## config.mk

```make
export PLATFORM = sky130hd
export DESIGN_NAME = gray_stream_monitor
export DESIGN_NICKNAME = d
export VERILOG_FILES = /design/src/rtl/gray_pkg.sv /design/src/rtl/gray_to_binary.sv /design/src/rtl/gray_stream_monitor.sv
export SDC_FILE = /design/constraint.sdc
export NUM_CORES = 1
export LEC_CHECK = 0
export ABC_AREA = 1
export CAP_MARGIN = 40
export CORE_AREA = 4 4 59 61
export DETAILED_ROUTE_END_ITERATION = 8
export DIE_AREA = 0 0 63 65
export MAX_ROUTING_LAYER = met4
export RECOVER_POWER = 50
export SLEW_MARGIN = 15
export SYNTH_ARGS = -nofsm -noshare
export SYNTH_HDL_FRONTEND = slang
export SYNTH_SLANG_ARGS = --single-unit
```

## constraint.sdc

```tcl
create_clock -name clk -period 2.97 [get_ports clk]
set_input_delay 0.594 -clock clk [delete_from_list [all_inputs] [get_ports clk]]
set_output_delay 0.594 -clock clk [all_outputs]
set_load 0.03 [all_outputs]
```

## src/rtl/gray_pkg.sv

```systemverilog
// rtl/gray_pkg.sv - shared types and default sizes for the Gray stream monitor
package gray_pkg;

    // Default word width of the Gray / binary path.
    localparam int GRAY_WIDTH = 4;
    // Default width of the saturating illegal-step counter.
    localparam int GRAY_ERR_W = 8;

    // Monitor state:
    //   IDLE     - no reference sample held
    //   ACQUIRE  - one reference held, direction not yet established
    //   LOCKED   - direction established, steps are being policed
    typedef enum logic [1:0] {
        IDLE    = 2'd0,
        ACQUIRE = 2'd1,
        LOCKED  = 2'd2
    } state_t;

    // Classification of the modular binary delta between two samples.
    typedef enum logic [1:0] {
        ZERO    = 2'd0,
        UP      = 2'd1,
        DOWN    = 2'd2,
        ILLEGAL = 2'd3
    } delta_class_t;

endpackage

```

## src/rtl/gray_to_binary.sv

```systemverilog
// rtl/gray_to_binary.sv - combinational Gray-to-binary decoder
//
// Ports:
//   g  in  [WIDTH-1:0]  Gray-coded word
//   b  out [WIDTH-1:0]  binary value; b[i] is the XOR of g[WIDTH-1:i]
module gray_to_binary #(
    parameter int WIDTH = 4
) (
    input  logic [WIDTH-1:0] g,
    output logic [WIDTH-1:0] b
);

    // Each bit is a reduction XOR of the Gray bits at or above it, which
    // avoids a ripple chain through b itself.
    for (genvar i = 0; i < WIDTH; i++) begin : g_bit
        assign b[i] = ^g[WIDTH-1:i];
    end

endmodule

```

## src/rtl/gray_stream_monitor.sv

```systemverilog
// rtl/gray_stream_monitor.sv - run-time checker for a Gray-coded counter stream
//
// Ports:
//   clk        in                rising-edge clock
//   rst_n      in                asynchronous active-low reset
//   clear      in                synchronous clear: FSM to IDLE, err_count to 0
//   valid      in                g carries a new sample this cycle
//   g          in  [WIDTH-1:0]   Gray-coded input word
//   b          out [WIDTH-1:0]   binary decode of the last accepted sample
//   b_valid    out               one-cycle pulse: b updated
//   dir        out               current direction, 1 = up, 0 = down
//   locked     out               high while the FSM is in LOCKED
//   step_err   out               one-cycle pulse: illegal step detected
//   err_count  out [ERR_W-1:0]   saturating count of illegal steps
module gray_stream_monitor
    import gray_pkg::*;
#(
    parameter int WIDTH = GRAY_WIDTH,
    parameter int ERR_W = GRAY_ERR_W
) (
    input  logic             clk,
    input  logic             rst_n,
    input  logic             clear,
    input  logic             valid,
    input  logic [WIDTH-1:0] g,
    output logic [WIDTH-1:0] b,
    output logic             b_valid,
    output logic             dir,
    output logic             locked,
    output logic             step_err,
    output logic [ERR_W-1:0] err_count
);

    localparam logic [WIDTH-1:0] DELTA_ONE  = WIDTH'(1);
    localparam logic [WIDTH-1:0] DELTA_ONES = {WIDTH{1'b1}};
    localparam logic [ERR_W-1:0] ERR_MAX    = {ERR_W{1'b1}};

    state_t           state;
    state_t           state_next;
    delta_class_t     delta_class;
    logic [WIDTH-1:0] bin_new;
    logic [WIDTH-1:0] delta;
    logic             dir_next;
    logic             load;
    logic             err_hit;

    gray_to_binary #(
        .WIDTH (WIDTH)
    ) u_gray_to_binary (
        .g (g),
        .b (bin_new)
    );

    // Modular difference against the held reference; wrap-around falls out
    // of the WIDTH-bit subtraction (max->0 gives 1, 0->max gives all ones).
    assign delta = bin_new - b;

    always_comb begin
        delta_class = ILLEGAL;
        if (delta == '0) begin
            delta_class = ZERO;
        end else if (delta == DELTA_ONE) begin
            delta_class = UP;
        end else if (delta == DELTA_ONES) begin
            delta_class = DOWN;
        end
    end

    always_ff @(posedge clk or negedge rst_n) begin
        if (!rst_n) begin
            state <= IDLE;
        end else begin
            state <= state_next;
        end
    end

    // Next state plus the per-sample decisions. clear wins over valid: the
    // sample is dropped and no pulses are produced.
    always_comb begin
        state_next = state;
        dir_next   = dir;
        load       = 1'b0;
        err_hit    = 1'b0;
        if (clear) begin
            state_next = IDLE;
        end else if (valid) begin
            load = 1'b1;
            unique case (state)
                IDLE: begin
                    state_next = ACQUIRE;
                end
                ACQUIRE: begin
                    // Illegal deltas here are not errors: with no direction
                    // established the new sample simply becomes the reference.
                    if (delta_class == UP) begin
                        dir_next   = 1'b1;
                        state_next = LOCKED;
                    end else if (delta_class == DOWN) begin
                        dir_next   = 1'b0;
                        state_next = LOCKED;
                    end
                end
                LOCKED: begin
                    if (delta_class == UP) begin
                        dir_next = 1'b1;
                    end else if (delta_class == DOWN) begin
                        dir_next = 1'b0;
                    end else if (delta_class == ILLEGAL) begin
                        // Direction is kept so a relock can be compared
                        // against the pre-error trend by downstream logic.
                        err_hit    = 1'b1;
                        state_next = ACQUIRE;
                    end
                end
                default: begin
                    state_next = IDLE;
                end
            endcase
        end
    end

    always_ff @(posedge clk or negedge rst_n) begin
        if (!rst_n) begin
            b         <= '0;
            b_valid   <= 1'b0;
            dir       <= 1'b1;
            locked    <= 1'b0;
            step_err  <= 1'b0;
            err_count <= '0;
        end else begin
            b_valid  <= load;
            step_err <= err_hit;
            dir      <= dir_next;
            // Registered decode of the upcoming state so locked lines up
            // with the sample that caused the transition.
            locked   <= (state_next == LOCKED);
            if (load) begin
                b <= bin_new;
            end
            if (clear) begin
                err_count <= '0;
            end else if (err_hit && (err_count != ERR_MAX)) begin
                err_count <= err_count + 1'b1;
            end
        end
    end

endmodule

```

# After elaboration in Yosys (flattened, before gate mapping)
# Index checks and enable logic that the tools add are counted.
dict set report word_totals {
  ff_bits 18
  word_cells 52
}
dict set report op_classes {
  n_addsub 2
  n_eq_ne 9
  n_mux 23
  bitwise 1
  reduce_logical 10
}
# cell n
set op_table {}
lappend op_table {{2-to-1 mux 2 bit} 9}
lappend op_table {{2-to-1 mux 8 bit} 2}
lappend op_table {{2-to-1 mux 1 bit} 11}
lappend op_table {{adder 8 x 1 -> 8 bit, second input constant} 1}
lappend op_table {{== test 2 bit, second input constant} 4}
lappend op_table {{inequality test 8 bit, second input constant} 1}
lappend op_table {{case mux 2 bit (3 select lines)} 1}
lappend op_table {{== test 2 x 1 -> 1 bit, second input constant} 2}
lappend op_table {{== test 4 x 1 -> 1 bit, second input constant} 1}
lappend op_table {{== test 4 bit, second input constant} 1}
lappend op_table {{zero test 4 bit} 1}
lappend op_table {{AND reduction 4 bit} 1}
lappend op_table {{nonzero test 2 bit} 2}
lappend op_table {{parity 4 bit} 1}
lappend op_table {{subtractor 4 bit} 1}
lappend op_table {{parity 3 bit} 1}
lappend op_table {{zero test 2 bit} 1}
lappend op_table {{OR reduction 2 bit} 1}
lappend op_table {{parity 2 bit} 1}
lappend op_table {{logical AND 1 bit} 1}
lappend op_table {{NOT 1 bit} 1}

# Longest topological paths before layout
# Gate-level depths: netlist (run 1).
dict set report depth {
  depth_word 16
  ltp_mapped 23
}

# By module
# Synthesis (run 1) repeated with hierarchy kept, for this count alone.
dict set report unflattened {
  hier_cells 166
  area_unflattened_um2 1268.7
}
# mod n_inst cells_each area_per_inst_um2 seq_area_each_um2
set by_module_without_submodules {}
lappend by_module_without_submodules {gray_stream_monitor 1 145 1178.6 451.7}
lappend by_module_without_submodules {gray_to_binary 1 21 90.1 0.0}

# Least setup slack after synthesis (run 1)
# OpenSTA, ideal clock, no wires.
dict set report synth_path {
  path_type {input to register}
  startpoint {input g[3]}
  endpoint {register err_count[7]}
  setup_time_ns 0.122
  arrival_ns 3.356
  required_ns 2.848
  slack_ns -0.508
  stages 22
  n_path_buf 0
  path_cell_list {xor2_2 xor2_2 xor2_1 inv_1 ha_1 inv_1 fa_1 nand2_1 nor2_1 nand3_1 nand2_2 inv_1 ha_1 nand2_1 nor2_4 nand2_2 nor2_4 nand3_2 nor3b_2 nand2_1 o21ai_1 a21oi_1}
}
dict set report synth_between {
  elab_chain_len 15
  elab_cells_between_ends 21
  classes_between {add/sub (1); eq/ne (5); mux (9); reduce/logical (6)}
}
# item line
set synth_lines {}
lappend synth_lines {{start: declaration} gray_stream_monitor.sv:25} ;# input logic [WIDTH-1:0] g,
lappend synth_lines {{parity 3 bit *} gray_to_binary.sv:16} ;# assign b[i] = ^g[WIDTH-1:i];
lappend synth_lines {{via bin_new[1]} gray_stream_monitor.sv:41} ;# logic [WIDTH-1:0] bin_new;
lappend synth_lines {{subtractor 4 bit *} gray_stream_monitor.sv:56} ;# assign delta = bin_new - b;
lappend synth_lines {{== test 4 bit} gray_stream_monitor.sv:64} ;# end else if (delta == DELTA_ONES) begin
lappend synth_lines {{2-to-1 mux 1 bit} gray_stream_monitor.sv:64}
lappend synth_lines {{2-to-1 mux 2 bit} gray_stream_monitor.sv:62} ;# end else if (delta == DELTA_ONE) begin
lappend synth_lines {{2-to-1 mux 2 bit *} gray_stream_monitor.sv:60} ;# if (delta == '0) begin
lappend synth_lines {{== test 2 bit} gray_stream_monitor.sv:108} ;# end else if (delta_class == ILLEGAL) begin
lappend synth_lines {{2-to-1 mux 1 bit} gray_stream_monitor.sv:108}
lappend synth_lines {{2-to-1 mux 1 bit} gray_stream_monitor.sv:106} ;# end else if (delta_class == DOWN) begin
lappend synth_lines {{2-to-1 mux 1 bit *} gray_stream_monitor.sv:104} ;# if (delta_class == UP) begin
lappend synth_lines {{2-to-1 mux 1 bit *} gray_stream_monitor.sv:88} ;# unique case (state)
lappend synth_lines {{2-to-1 mux 1 bit *} gray_stream_monitor.sv:86} ;# end else if (valid) begin
lappend synth_lines {{2-to-1 mux 1 bit *} gray_stream_monitor.sv:84} ;# if (clear) begin
lappend synth_lines {{via err_hit} gray_stream_monitor.sv:45} ;# logic err_hit;
lappend synth_lines {{logical AND 1 bit *} gray_stream_monitor.sv:142} ;# end else if (err_hit && (err_count != ERR_MAX)) begin
lappend synth_lines {{nonzero test 2 bit (no source line) *} -}
lappend synth_lines {{end signal: assignment} gray_stream_monitor.sv:143} ;# err_count <= err_count + 1'b1;
lappend synth_lines {{end: declaration} gray_stream_monitor.sv:31} ;# output logic [ERR_W-1:0] err_count
# The timed path passes the listed nets; every way through them passes the cells marked *.
# A chain may end at the register's enable or synchronous reset.

# Final worst setup path (run 1)
dict set report layout_path {
  startpoint {input g[2]}
  endpoint {register err_count[7]}
}
# The elaborated chain is that of the path after synthesis.

==> impl_metrics.env, run 1 <==
export IMPL_status="finished, violations left"
export IMPL_violations="negative setup slack"
export IMPL_fillCellCount=281
export IMPL_clock_latency_ns=0.30
export IMPL_drive_gt1_frac=0.323
export IMPL_seq_area_sq_um=452
export IMPL_io_pin_count=24
export IMPL_multi_input_area_sq_um=747
export IMPL_combPwrFrac=0.510
export IMPL_tightest_slew_ns=0.703
export IMPL_first_pass_iters=4
export IMPL_cts_sinks=18
export IMPL_critPathLaunchType="input pin"
export IMPL_cts_clk_slew_worst_paths_ns=0.11
export IMPL_synth_distinct_cells=24
export IMPL_p_clk_frac=0.173
export IMPL_viasPerCell=4.69
export IMPL_fin_crit_sh=1.09
export IMPL_rsz0062_at_grt="true"
export IMPL_cp_required_ns=3.17
export IMPL_final_hold_viol_count=0
export IMPL_cts_buffers=3
export IMPL_p_sw_mw=0.329
export IMPL_place_congestion=0.813
export IMPL_hold_buffers=0
export IMPL_postRouteAntennaNets=0
export IMPL_clock_fmax_mhz=308
export IMPL_synth_seq_cells=18
export IMPL_avgRoutedWirePerCell_microns=11.6
export IMPL_sw_frac_of_total=0.366
export IMPL_power_per_cell_area_nw_per_um2=512
export IMPL_totalWireLength_microns=2600
export IMPL_final_common_cell="nand2_1"
export IMPL_synth_seq_area_share=0.389
export IMPL_grt_util_all_layers=0.141
export IMPL_setup_ws_ns=-0.276
export IMPL_seq_power_share=0.318
export IMPL_cts_tree="yes"
export IMPL_final_core_util=0.590
export IMPL_overflow=0
export IMPL_area_growth_pct=51.6
export IMPL_start_util=0.389
export IMPL_core_region_area_sq_um=2980
export IMPL_placed_cells=213
export IMPL_drtIter0Drc=71
export IMPL_relSlewSlack=0.531
export IMPL_final_setup_viol_count=11
export IMPL_synth_edf_count=0
export IMPL_synthCells=143
export IMPL_port_buffers=23
export IMPL_leakage_nw=0.814
export IMPL_final_cells=225
export IMPL_htreeDepth=1
export IMPL_grt_pass1_vias=1024
export IMPL_grt_max_degree=13
export IMPL_post_place_ws_ns=-1.09
export IMPL_crit_fanout=3
export IMPL_n_antenna_cell=0
export IMPL_hold_path_class="flip-flop to flip-flop"
export IMPL_p_int_mw=0.571
export IMPL_antenna_found_initial=0
export IMPL_max_cap_viol_count=0
export IMPL_peakVddDrop_mv=0.249
export IMPL_dieWidth_microns=63
export IMPL_critical_path_class="input pin to flip-flop"
export IMPL_vias=1055
export IMPL_yosys_warnings=0
export IMPL_synth_async_reset_ratio=1.00
export IMPL_dieArea_sq_um=4100
export IMPL_finalSetupTns_ns=-1.10
export IMPL_cts_root_buf="clkbuf_4"
export IMPL_hpwl_microns=1940
export IMPL_fp_dieH_microns=65
export IMPL_synth_nets=163
export IMPL_final_area_sq_um=1760
export IMPL_grt_pass1_wl_microns=4440
export IMPL_synth_avg_cell_area_sq_um=8.11
export IMPL_cp_end_kind="flip-flop"
export IMPL_final_cell_mix="nand2_1 (32), buf_4 (21), inv_1 (17), dfrtp_1 (17), clkdlybuf4s50_1 (17)"
export IMPL_fp_row_count=20
export IMPL_fin_skew_ns=0.00212
export IMPL_synthesis_area_sq_um=1160
export IMPL_ys_dominant_reg_cell="dfrtp_1"
export IMPL_clockBufferDepth=2
export IMPL_drc_errors=0
export IMPL_dpl_cell_area_sq_um=1580
export IMPL_drv_slew=0
export IMPL_nNetsFinal=213
export IMPL_arrival_ns=3.44
export IMPL_period_needed_ns=3.25
export IMPL_worst_r2r_setup_slack_ns=0.27
[logic make-up (layout without fill, tap and decap cells)]
logic type                 count (synthesis)  after routing  share of synthesized area
xor gates and xnor gates                   5              5                     0.0507
muxes                                      1              1                    0.00971
AOI/OAI and AO/OA                         17             17                     0.0777
buffers and inverters                     22             71                     0.0712
and+or+nand+nor                           68             68                      0.265
adders and majority gates                 12             12                      0.136
DFF                                       18             18                      0.389
[metal layers]
layer,GRT usage,vias to the layer above,part of all wire
met2,0.237,17,0.50
met3,0.0208,2,0.027
li1,-,548,-
met4,0.0496,0,0.0081
met1,0.172,488,0.46
met5,-,-,0
[power by group through the flow]
stage | Clock [mW] | Combinational, mW | Sequential (mW)
final | 0.155 | 0.459 | 0.286
after global routing | 0.176 | 0.511 | 0.290
after CTS | 0.163 | 0.457 | 0.286
after detailed placement | 0 | 0.367 | 0.291
after global placement | 0 | 0.359 | 0.289
after floorplan | 0 | 0.191 | 0.326
[metrics by stage]
step	hold slack, ns	total power [mW]
6_report	0.538	0.901
5_1_grt	0.555	0.978
4_1_cts	0.535	0.906
3_5_place_dp	0.526	0.658
3_3_place_gp	0.511	0.647
2_1_floorplan	0.298	0.517
[worst max-delay path: stages]
cell and delay (ns):
buf_8 0.10, xor2_4 0.18, xor2_2 0.18, xor2_1 0.14, inv_1 0.08, ha_2 0.16
inv_2 0.04, fa_2 0.39, xnor2_2 0.18, nor2_1 0.06, nand3_1 0.10, nand2_2 0.07
inv_2 0.08, ha_4 0.13, nand2_4 0.05, nor2_4 0.10, nand2_2 0.08, nor2_4 0.12
nand3_2 0.08, nor3b_2 0.22, nand2_1 0.11, o21ai_2 0.14, a21oi_1 0.05
[state kept, by name (all words and copies together) (netlist names)]
name	flops
locked	1
err_count	8
b	4
state	2
step_err	1
dir	1
b_valid	1
[worst paths after layout]
path,start,cells after the start,end
min,err_count[4]$_DFFE_PN0P_,1,err_count[4]$_DFFE_PN0P_
max reg2reg,b[0]$_DFFE_PN0P_,18,err_count[7]$_DFFE_PN0P_
max in group asynchronous,rst_n,2,err_count[4]$_DFFE_PN0P_
min reg2reg,err_count[4]$_DFFE_PN0P_,1,err_count[4]$_DFFE_PN0P_
min in group asynchronous,rst_n,1,b_valid$_DFF_PN0_
max,g[2],23,err_count[7]$_DFFE_PN0P_
[cells in the mapped netlist (2+ instances only)]
cell	number	area [sq um]
xor2_1	2	17.5
nor3_1	2	10.0
nand2_2	3	18.8
a31oi_1	2	12.5
dfrtp_1	17	425
nor2_4	2	22.5
inv_1	21	78.8
nand3_1	8	40.0
ha_1	11	138
o21ai_1	3	15.0
a21oi_1	5	25.0
nor2_1	15	56.3
xor2_2	2	32.5
nand2_1	35	131
o21ai_0	6	30.0
[final cells by class]
type	instances	area share
timing repair buffer	45	0.226
multi-input combinational	103	0.425
inverter	22	0.0484
sequential	18	0.257
tap	33	0.0235
clock buffer	4	0.0206
[repair_timing]
item	in CTS	in global routing
resized for setup	36	6
pin swaps	19	20
setup endpoints to repair	13	12
buffers inserted	11	4
Note: power is estimated with default switching activity, not from simulation.
==> inputs of run 2 (changes only) <==
CTS_CLUSTER_DIAMETER = 100   (was unset)
==> results of run 2 <==
Same layout as run 1: the final DEF is identical, and so are final timing and power.
==> inputs of run 3 (changes only) <==
CAP_MARGIN = unset   (was 40)
==> impl_metrics.env, run 3 (synthesized netlist as in run 1, its figures left out) <==
export IMPL_status="finished, violations left"
export IMPL_violations="negative setup slack"
export IMPL_drc_errors=0
export IMPL_first_pass_iters=4
export IMPL_grt_max_degree=19
export IMPL_n_antenna_cell=0
export IMPL_drtIter0Drc=57
export IMPL_cts_tree="yes"
export IMPL_hold_path_class="flip-flop to flip-flop"
export IMPL_cts_buffers=3
export IMPL_finalSetupTns_ns=-0.557
export IMPL_worst_r2r_setup_slack_ns=0.32
export IMPL_p_sw_mw=0.315
export IMPL_arrival_ns=3.38
export IMPL_rsz0062_at_grt="true"
export IMPL_final_core_util=0.573
export IMPL_final_common_cell="nand2_1"
export IMPL_area_growth_pct=47.0
export IMPL_vias=1029
export IMPL_sw_frac_of_total=0.363
export IMPL_fp_row_count=20
export IMPL_final_cells=219
export IMPL_hpwl_microns=1840
export IMPL_tightest_slew_ns=0.851
export IMPL_combPwrFrac=0.495
export IMPL_start_util=0.389
export IMPL_power_per_cell_area_nw_per_um2=508
export IMPL_cts_sinks=18
export IMPL_post_place_ws_ns=-1.07
export IMPL_cp_required_ns=3.16
export IMPL_leakage_nw=0.788
export IMPL_regMostFlops="err_count"
export IMPL_seq_power_share=0.329
export IMPL_cts_clk_slew_worst_paths_ns=0.10
export IMPL_cp_end_kind="flip-flop"
export IMPL_crit_fanout=3
export IMPL_final_cell_mix="nand2_1 (32), inv_1 (18), dfrtp_1 (17), clkdlybuf4s50_1 (17), buf_4 (15)"
export IMPL_io_pin_count=24
export IMPL_dieWidth_microns=63
export IMPL_hp_start="err_count[4]$_DFFE_PN0P_"
export IMPL_hold_buffers=0
export IMPL_drive_gt1_frac=0.296
export IMPL_largest_registers="err_count: 8 flops, b: 4 flops, state: 2 flops"
export IMPL_fin_skew_ns=0.00642
export IMPL_fp_dieH_microns=65
export IMPL_core_region_area_sq_um=2980
export IMPL_final_hold_viol_count=0
export IMPL_clock_latency_ns=0.29
export IMPL_clockBufferDepth=2
export IMPL_grt_pass1_vias=996
export IMPL_peakVddDrop_mv=0.219
export IMPL_drv_slew=0
export IMPL_p_clk_frac=0.176
export IMPL_placed_cells=212
export IMPL_reg2reg_to="err_count[7]$_DFFE_PN0P_"
export IMPL_max_cap_viol_count=0
export IMPL_setup_ws_ns=-0.227
export IMPL_whs_ns=0.526
export IMPL_overflow=0
export IMPL_postRouteAntennaNets=0
export IMPL_antenna_found_initial=0
export IMPL_grt_util_all_layers=0.137
export IMPL_rr_worst_depth=18
export IMPL_grt_pass1_wl_microns=4280
export IMPL_final_setup_viol_count=7
export IMPL_relSlewSlack=0.431
export IMPL_critical_path_class="input pin to flip-flop"
export IMPL_hold_end="err_count[4]$_DFFE_PN0P_"
export IMPL_p_int_mw=0.552
export IMPL_totalWireLength_microns=2490
export IMPL_largest_reg_flops=8
export IMPL_place_congestion=0.813
export IMPL_cp_startpoint="g[2]"
export IMPL_nNetsFinal=207
export IMPL_viasPerCell=4.70
export IMPL_timing_rr_start="b[0]$_DFFE_PN0P_"
export IMPL_dieArea_sq_um=4100
export IMPL_clock_fmax_mhz=313
export IMPL_port_buffers=23
export IMPL_period_needed_ns=3.20
export IMPL_holdPathStages=1
export IMPL_htreeDepth=1
export IMPL_critPathLaunchType="input pin"
export IMPL_fin_crit_sh=1.08
export IMPL_avgRoutedWirePerCell_microns=11.4
export IMPL_cts_root_buf="clkbuf_4"
-- run 3: cell types whose count changed in the layout (fill, tap and decap cells not counted), sizes merged --
| cell | before | now |
|---|---|---|
| buf | 23 | 18 |
| clkbuf | 5 | 4 |
-- run 3: area by class of cell --
cell class	count	area (sq um)
Clock buffer	4	36.3
Fill cell	275	1270
Inverter	22	85.1
Multi-Input combinational cell	103	732
Sequential cell	18	452
Tap cell	33	41.3
Timing Repair Buffer	39	359
-- run 3: worst max path at each step --
| stage | to | slack, ns | cells after the start |
|---|---|---|---|
| after global routing | err_count[7]$_DFFE_PN0P_ | -0.38 | 23 |
| final | err_count[7]$_DFFE_PN0P_ | -0.23 | 23 |
| after CTS | err_count[7]$_DFFE_PN0P_ | -0.22 | 23 |
| after global placement | err_count[7]$_DFFE_PN0P_ | -0.98 | 22 |
| after detailed placement | err_count[7]$_DFFE_PN0P_ | -1.07 | 23 |
| after floorplan | err_count[7]$_DFFE_PN0P_ | -0.42 | 21 |
-- run 3: power groups by stage --
stage               Combinational (mW)  Clock [mW]  Sequential, mW
finish                           0.429       0.152           0.285
global route                     0.475       0.178           0.289
CTS                              0.405       0.162           0.286
detailed placement               0.364           0           0.290
global placement                 0.359           0           0.289
floorplan                        0.191           0           0.326
-- run 3: layer usage --
metal  vias up  GRT usage  part of all wire
li1        535          -                 -
met1       481      0.155              0.45
met2        11      0.233              0.52
met3         2     0.0277             0.021
met4         0     0.0634            0.0076
met5         -          -                 0
-- run 3: metrics by stage --
stage	instance area [sq um]	total power, mW
final	1710	0.867
after detailed placement	1570	0.654
after CTS	1670	0.853
after floorplan	1200	0.517
after global routing	1710	0.941
after global placement	1570	0.647
-- run 3: critical path: stages --
cell	delay (ns)
buf_8	0.10
xor2_4	0.18
xor2_2	0.18
xor2_1	0.14
inv_1	0.07
ha_2	0.17
inv_2	0.04
fa_2	0.37
xnor2_2	0.18
nor2_1	0.07
nand3_1	0.09
nand2_2	0.07
inv_2	0.07
ha_4	0.14
nand2_4	0.05
nor2_4	0.12
nand2_2	0.08
nor2_4	0.09
nand3_2	0.08
nor3b_2	0.22
nand2_1	0.10
o21ai_2	0.12
a21oi_1	0.05
-- run 3: repair_timing --
| item | 4_1_cts | 5_1_grt |
|---|---|---|
| resized for setup | 28 | 11 |
| gates cloned | 0 | 0 |
| setup buffers | 6 | 2 |
| setup endpoints to repair | 13 | 11 |
| pin swaps | 19 | 10 |
